## src/rtl/led_pattern_arbiter.sv

```systemverilog
// Round-robin LED pattern arbiter: one requester at a time plays its latched
// bit pattern on the LED, then the LED rests for one bit period before re-arbitration.
module led_pattern_arbiter #(
  parameter int NREQ  = 2,
  parameter int DIV_W = 21
) (
  input  logic                 clk,
  input  logic                 reset,
  input  logic [NREQ-1:0]      req,
  input  logic [32*NREQ-1:0]   pattern,
  input  logic [5*NREQ-1:0]    plen,
  output logic [NREQ-1:0]      grant,
  output logic [NREQ-1:0]      done,
  output logic                 busy,
  output logic                 led,
  output logic                 usbpu
);

  localparam int LW_W = (NREQ > 2) ? 2 : 1;

  typedef enum logic [1:0] {
    IDLE = 2'd0,
    PLAY = 2'd1,
    GAP  = 2'd2
  } state_t;

  state_t           state, state_nxt;
  logic [NREQ-1:0]  grant_nxt;
  logic             led_nxt;
  logic [4:0]       bit_idx, bit_nxt, bit_inc;
  logic [DIV_W-1:0] presc, presc_nxt;
  logic [LW_W-1:0]  last_winner, last_winner_nxt;
  logic [31:0]      pat_lat;
  logic [4:0]       plen_lat;
  logic [31:0]      pat_arr  [NREQ];
  logic [4:0]       plen_arr [NREQ];
  logic [LW_W-1:0]  cand, sel;
  logic             found;
  int               rr_idx;
  logic             load;
  logic             presc_tc;
  logic             own_req;

  genvar g;
  generate
    for (g = 0; g < NREQ; g++) begin : g_split
      assign pat_arr[g]  = pattern[32*g +: 32];
      assign plen_arr[g] = plen[5*g +: 5];
    end
  endgenerate

  // Search starts just after the previous owner, so a re-requesting owner comes last.
  always_comb begin
    sel    = last_winner;
    found  = 1'b0;
    cand   = '0;
    rr_idx = 0;
    for (int k = 1; k <= NREQ; k++) begin
      rr_idx = (int'(last_winner) + k) % NREQ;
      cand   = LW_W'(rr_idx);
      if (!found && req[cand]) begin
        found = 1'b1;
        sel   = cand;
      end
    end
  end

  assign presc_tc = &presc;
  assign own_req  = |(req & grant);
  assign bit_inc  = bit_idx + 5'd1;

  always_comb begin
    state_nxt       = state;
    grant_nxt       = grant;
    led_nxt         = led;
    bit_nxt         = bit_idx;
    presc_nxt       = presc;
    last_winner_nxt = last_winner;
    load            = 1'b0;
    done            = '0;
    case (state)
      IDLE: begin
        grant_nxt = '0;
        led_nxt   = 1'b0;
        if (found) begin
          last_winner_nxt = sel;
          grant_nxt       = NREQ'(1) << sel;
          led_nxt         = pat_arr[sel][0];
          bit_nxt         = '0;
          presc_nxt       = '0;
          load            = 1'b1;
          state_nxt       = PLAY;
        end
      end
      PLAY: begin
        presc_nxt = presc + 1'b1;
        if (!own_req) begin
          grant_nxt = '0;
          led_nxt   = 1'b0;
          presc_nxt = '0;
          state_nxt = GAP;
        end else if (presc_tc) begin
          if (bit_idx == plen_lat) begin
            done      = grant;
            grant_nxt = '0;
            led_nxt   = 1'b0;
            presc_nxt = '0;
            state_nxt = GAP;
          end else begin
            bit_nxt = bit_inc;
            led_nxt = pat_lat[bit_inc];
          end
        end
      end
      GAP: begin
        grant_nxt = '0;
        led_nxt   = 1'b0;
        presc_nxt = presc + 1'b1;
        if (presc_tc) begin
          state_nxt = IDLE;
        end
      end
      default: begin
        state_nxt = IDLE;
        grant_nxt = '0;
        led_nxt   = 1'b0;
      end
    endcase
  end

  always_ff @(posedge clk or negedge reset) begin
    if (!reset) begin
      state       <= IDLE;
      grant       <= '0;
      led         <= 1'b0;
      bit_idx     <= '0;
      presc       <= '0;
      last_winner <= LW_W'(NREQ - 1);
    end else begin
      state       <= state_nxt;
      grant       <= grant_nxt;
      led         <= led_nxt;
      bit_idx     <= bit_nxt;
      presc       <= presc_nxt;
      last_winner <= last_winner_nxt;
    end
  end

  // Pattern snapshot is pure data; it is only meaningful after a selection.
  always_ff @(posedge clk) begin
    if (load) begin
      pat_lat  <= pat_arr[sel];
      plen_lat <= plen_arr[sel];
    end
  end

  assign busy  = (state != IDLE);
  assign usbpu = 1'b0;

endmodule

```

## config.mk

```make
export PLATFORM = sky130hd
export DESIGN_NAME = led_pattern_arbiter
export DESIGN_NICKNAME = d
export VERILOG_FILES = /design/src/rtl/led_pattern_arbiter.sv
export SDC_FILE = /design/constraint.sdc
export NUM_CORES = 1
export LEC_CHECK = 0
export CAP_MARGIN = 20
export CORE_MARGIN = 2
export CORE_UTILIZATION = 34
export DETAILED_ROUTE_END_ITERATION = 10
export SLEW_MARGIN = 0
export SYNTH_ARGS = -nofsm -noshare
export SYNTH_HDL_FRONTEND = slang
export SYNTH_SLANG_ARGS = --single-unit
```

## constraint.sdc

```tcl
create_clock -name clk -period 8.3 [get_ports clk]
set_input_delay 1.66 -clock clk [delete_from_list [all_inputs] [get_ports clk]]
set_output_delay 1.66 -clock clk [all_outputs]
set_load 0.05 [all_outputs]
```

; ---- Word level (Yosys, flattened, before mapping)
; Cells that the tools add are included.
[word_totals]
out_inout_bits = 7
ff_bits = 69
in_bits = 78
elab_cells = 90
[op_classes]
mux = 48
bitwise_logic = 2
magnitude_cmp = 4
eq_ne = 10
addsub = 4
n_reduce_logical = 13
n_shift = 1
[op_table]
columns = op, n
row1 = $mux 32, 3
row2 = $mux 21, 4
row3 = $pmux 21 s3, 1
row4 = $mux 5, 7
row5 = $mux 2, 13
row6 = $add 21x1->21 const B, 1
row7 = $reduce_and 21->1, 1
row8 = $mux 1, 15
row9 = $ne 2x2->1 const B, 5
row10 = $pmux 5 s2, 1
row11 = $lt 5x6->1 const B, 1
row12 = $ne 3x3->1 const B, 2
row13 = $pmux 2 s3, 1
row14 = $reduce_and 2->1, 3
row15 = $add 5x1->5 const B, 1
row16 = $bmux 1 s5, 1
row17 = $eq 5x5->1, 1
row18 = $reduce_and 5->1, 1
row19 = $lt 1x2->1 const B, 2
row20 = $pmux 2 s2, 1
row21 = $reduce_and 4->1, 1
row22 = $reduce_bool 2->1, 2
row23 = $reduce_bool 3->1, 1
row24 = $add 1x1->1 const B, 2
row25 = other kinds (11), 11

; ---- Longest topological paths before layout
[logic_depth]
word_depth = 13
mapped_depth = 9

; ---- Least setup slack after synthesis
; No wires, ideal clock.
[synth_path]
path_type = input -> output
start = input port req[0]
end = output port done[0]
arrival_time_ns = 2.494
slack_ns = 4.146
cell_stages = 3
required_ns = 6.640
cell_sequence = a22o_1 > and2_0 > and3_1
[synth_via]
elab_chain_len = 4
[synth_rtl]
columns = item, line_no
row1 = from (decl), 9  ; input logic [NREQ-1:0] req,
row2 = $and 2x2->2, 69  ; assign own_req = |(req & grant);
row3 = $reduce_or 2->1, 69
row4 = $mux 2, 97  ; if (!own_req) begin
row5 = $mux 2, 81  ; case (state)
row6 = to (decl), 13  ; output logic [NREQ-1:0] done,
; Every way passes these cells.

; ---- Worst setup path in the final report
[layout_path]
start = input port req[1]
end = output port done[1]
; The elaborated chain is that of the path after synthesis.

==> flow_summary.yaml <==
die:
  die_h_um: 107
  start_util: 0.350
  core-area_um2: 10300
  die_x_um: 107
  pin_count: 85
  die-area_um2: 11500
  num_rows: 37
clock_network:
  cts_tree: "yes"
  cts_setup_buffers: 0
  cts_hold_buf: 0
  root_buffer: "clkbuf_8"
  path_clk_slew_ns: 0.08
  cts_buffer_depth: 2
  cts-htree-levels: 3
  cts_made_buffers: 9
  cts_resized: 0
  clock-sinks: 69
  clkLatencyLatePin_ns: 0.34
setup_path:
  worstPathMaxFanout: 6
  cp-end-kind: "output port"
  crit_slowest_cell: "clkdlybuf4s50_1"
  arrival_ns: 3.69
  crit_chain: "clkdlybuf4s50_1 -> a22o_1 -> and2_0 -> and3_1 -> clkdlybuf4s50_1"
  critical_path_class: "primary input to output port"
  cpPeakStageDelay_ns: 0.79
  startpoint_type: "primary input"
  required_ns: 6.64
  crit_top_cell: "clkdlybuf4s50_1"
min_path:
  min_path_type: "flop to flop"
route:
  avgViaCountPerCell: 4.80
  via_count: 2466
  wl_per_cell_um: 13.7
  drt-initial-drc-count: 72
  drt_wl_total_mm: 7.05
  postRouteAntennaNets: 0
  drtPass1Iterations: 4
  remaining_drc_errors: 0
power_and_ir_drop:
  p_leak_nw: 1.85
  peakVddDrop_uv: 105
  switchingPower_mw: 0.368
  p_seq_frac: 0.407
  powerDensity_nw_per_um2: 248
  p_int_mw: 0.840
  p_sw_frac: 0.305
  p_clk_frac: 0.273
  pwr-share-comb: 0.321
  p_total_mw: 1.21
grt:
  grt_pass1_vias: 2608
  grt_max_degree: 41
  antenna_found_initial: 0
  grt_usage: 0.132
  grt_pass1_wl_mm: 11.9
  gr-total-overflow: 0
synth:
  avgSynthCellArea_um2: 12.7
  synth_top_area_share: 0.308
  syn_nets: 368
  synth.distinct_cells: 50
  yosysMostFrequentCell: "mux2_2"
  synth_top_area_cell: "edfxtp_1"
  syn-cell-area_um2: 3610
  synth_common_cells: "mux2_2 (39), edfxtp_1 (37), dfrtp_1 (31), nor2_1 (31), nand2_1 (16)"
  synth_warnings: 0
  synth_seq_cells: 69
  ys.flop_type: "edfxtp_1"
  synth-edff-count: 37
  synthTopCellsByArea: "edfxtp_1 (31%), dfrtp_1 (21%), mux2_2 (12%)"
  netlist_instances: 285
  synth-async-reset-ratio: 0.464
  ys_seq_area_frac: 0.530
timing:
  finalSetupTns_ns: 0
  slew_viol_final: 0
  min_period_ns: 5.35
  rsz0062_at_grt: "no"
  period_share: 0.645
  finalHoldViolations: 0
  worst_slew_pin_slew_ns: 0.890
  maxSlewHeadroom: 0.405
  setup_viol: 0
  fin_skew_ns: 0.00941
  timing.fmax_ghz: 0.187
finish:
  syn2layout_area_growth_pct: 34.8
  fillers: 945
  final_cells: 514
  multiInputGateArea_um2: 1640
  nets: 456
  seq_area_um2: 1910
  finish.utilization: 0.471
  design_area_um2: 4870
  layout-drive-gt1-share: 0.201
  diodes: 0
placement:
  port_buffers: 83
  place_congestion: 0.741
  dp_cells: 497
  hpwlAfterDp_mm: 5.22
  placed_area_um2: 4610
job:
  cap_violations: 0
run_status:
  status: "completed"
[path summary, 6_finish.rpt]
kind	startpoint	endpoint	slack, ns	cells past startpoint
max	req[1]	done[1]	2.95	5
min in group asynchronous	reset	presc[5]	1.72	2
min	presc[1]	presc[1]	0.53	1
max reg2reg	bit_idx[0]	led	5.65	6
max in group asynchronous	reset	last_winner	6.24	2
min reg2reg	presc[1]	presc[1]	0.53	1
[area by class of cell]
cell class                      instances  share of cell area
Clock buffer                           10              0.0262
Timing Repair Buffer                   86               0.178
Inverter                                9             0.00694
Sequential cell                        69               0.393
Tap cell                              136              0.0350
Multi-Input combinational cell        198               0.338
Clock inverter                          6              0.0229
[layer usage]
| metal | share of wire | GRT usage |
|---|---|---|
| met5 | 0 | 0 |
| met2 | 0.49 | 0.219 |
| met1 | 0.45 | 0.165 |
| met4 | 0.013 | 0.0547 |
| met3 | 0.052 | 0.0316 |
[kinds of logic after synthesis]
kind of cell,Yosys count,synth area share
buf+inv,18,0.0204
other cells,1,0.00104
flops,69,0.530
fa+ha+maj,5,0.0173
compound gates,22,0.0444
mux,55,0.194
simple gates,89,0.128
xor+xnor,26,0.0651
[power by group through the flow]
stage / logic (mW) / registers [mW] / clock network, mW
after floorplan: 0.249 / 0.511 / 0
after detailed placement: 0.385 / 0.502 / 0
after CTS: 0.387 / 0.495 / 0.337
final: 0.388 / 0.491 / 0.329
after global routing: 0.430 / 0.499 / 0.348
after global placement: 0.381 / 0.499 / 0
[critical path, delay by kind of cell]
family                 cells  cell delay [ns]
buffers and inverters      2             1.38
and+or+nand+nor            2             0.47
AOI/OAI and AO/OA          1             0.18
[cell usage in the layout (no fill, tap or decap), types with 2 or more instances in the layout]
cell	count
clkdlybuf4s50_1	83
mux2_2	39
edfxtp_1	37
dfrtp_1	31
nor2_1	30
nand2_1	16
nand3_1	14
xor2_1	13
xnor2_1	12
inv_1	9
clkbuf_8	9
mux4_2	8
mux2i_1	6
ha_1	5
and2_1	4
a21o_1	4
and4_1	3
and3_1	3
nor3_1	3
a21oi_1	3
bufinv_16	3
a22o_1	2
nand4_1	2
or3b_2	2
o21ai_0	2
o21a_1	2
nor4b_1	2
buf_4	2
[registers in the layout (all words and copies together), names as in the netlist]
signal / flops
pat_lat: 32
led: 1
presc: 21
state: 2
grant: 2
bit_idx: 5
last_winner: 1
plen_lat: 5
[stage by stage]
stage                     worst slack (ns)  hold slack [ns]
after global placement                2.99            0.503
after floorplan                       4.15            0.485
after global routing                  2.77            0.554
final                                 2.95            0.528
after detailed placement              2.95            0.519
after CTS                             2.93            0.536
Power figures use the tool's default switching activity.
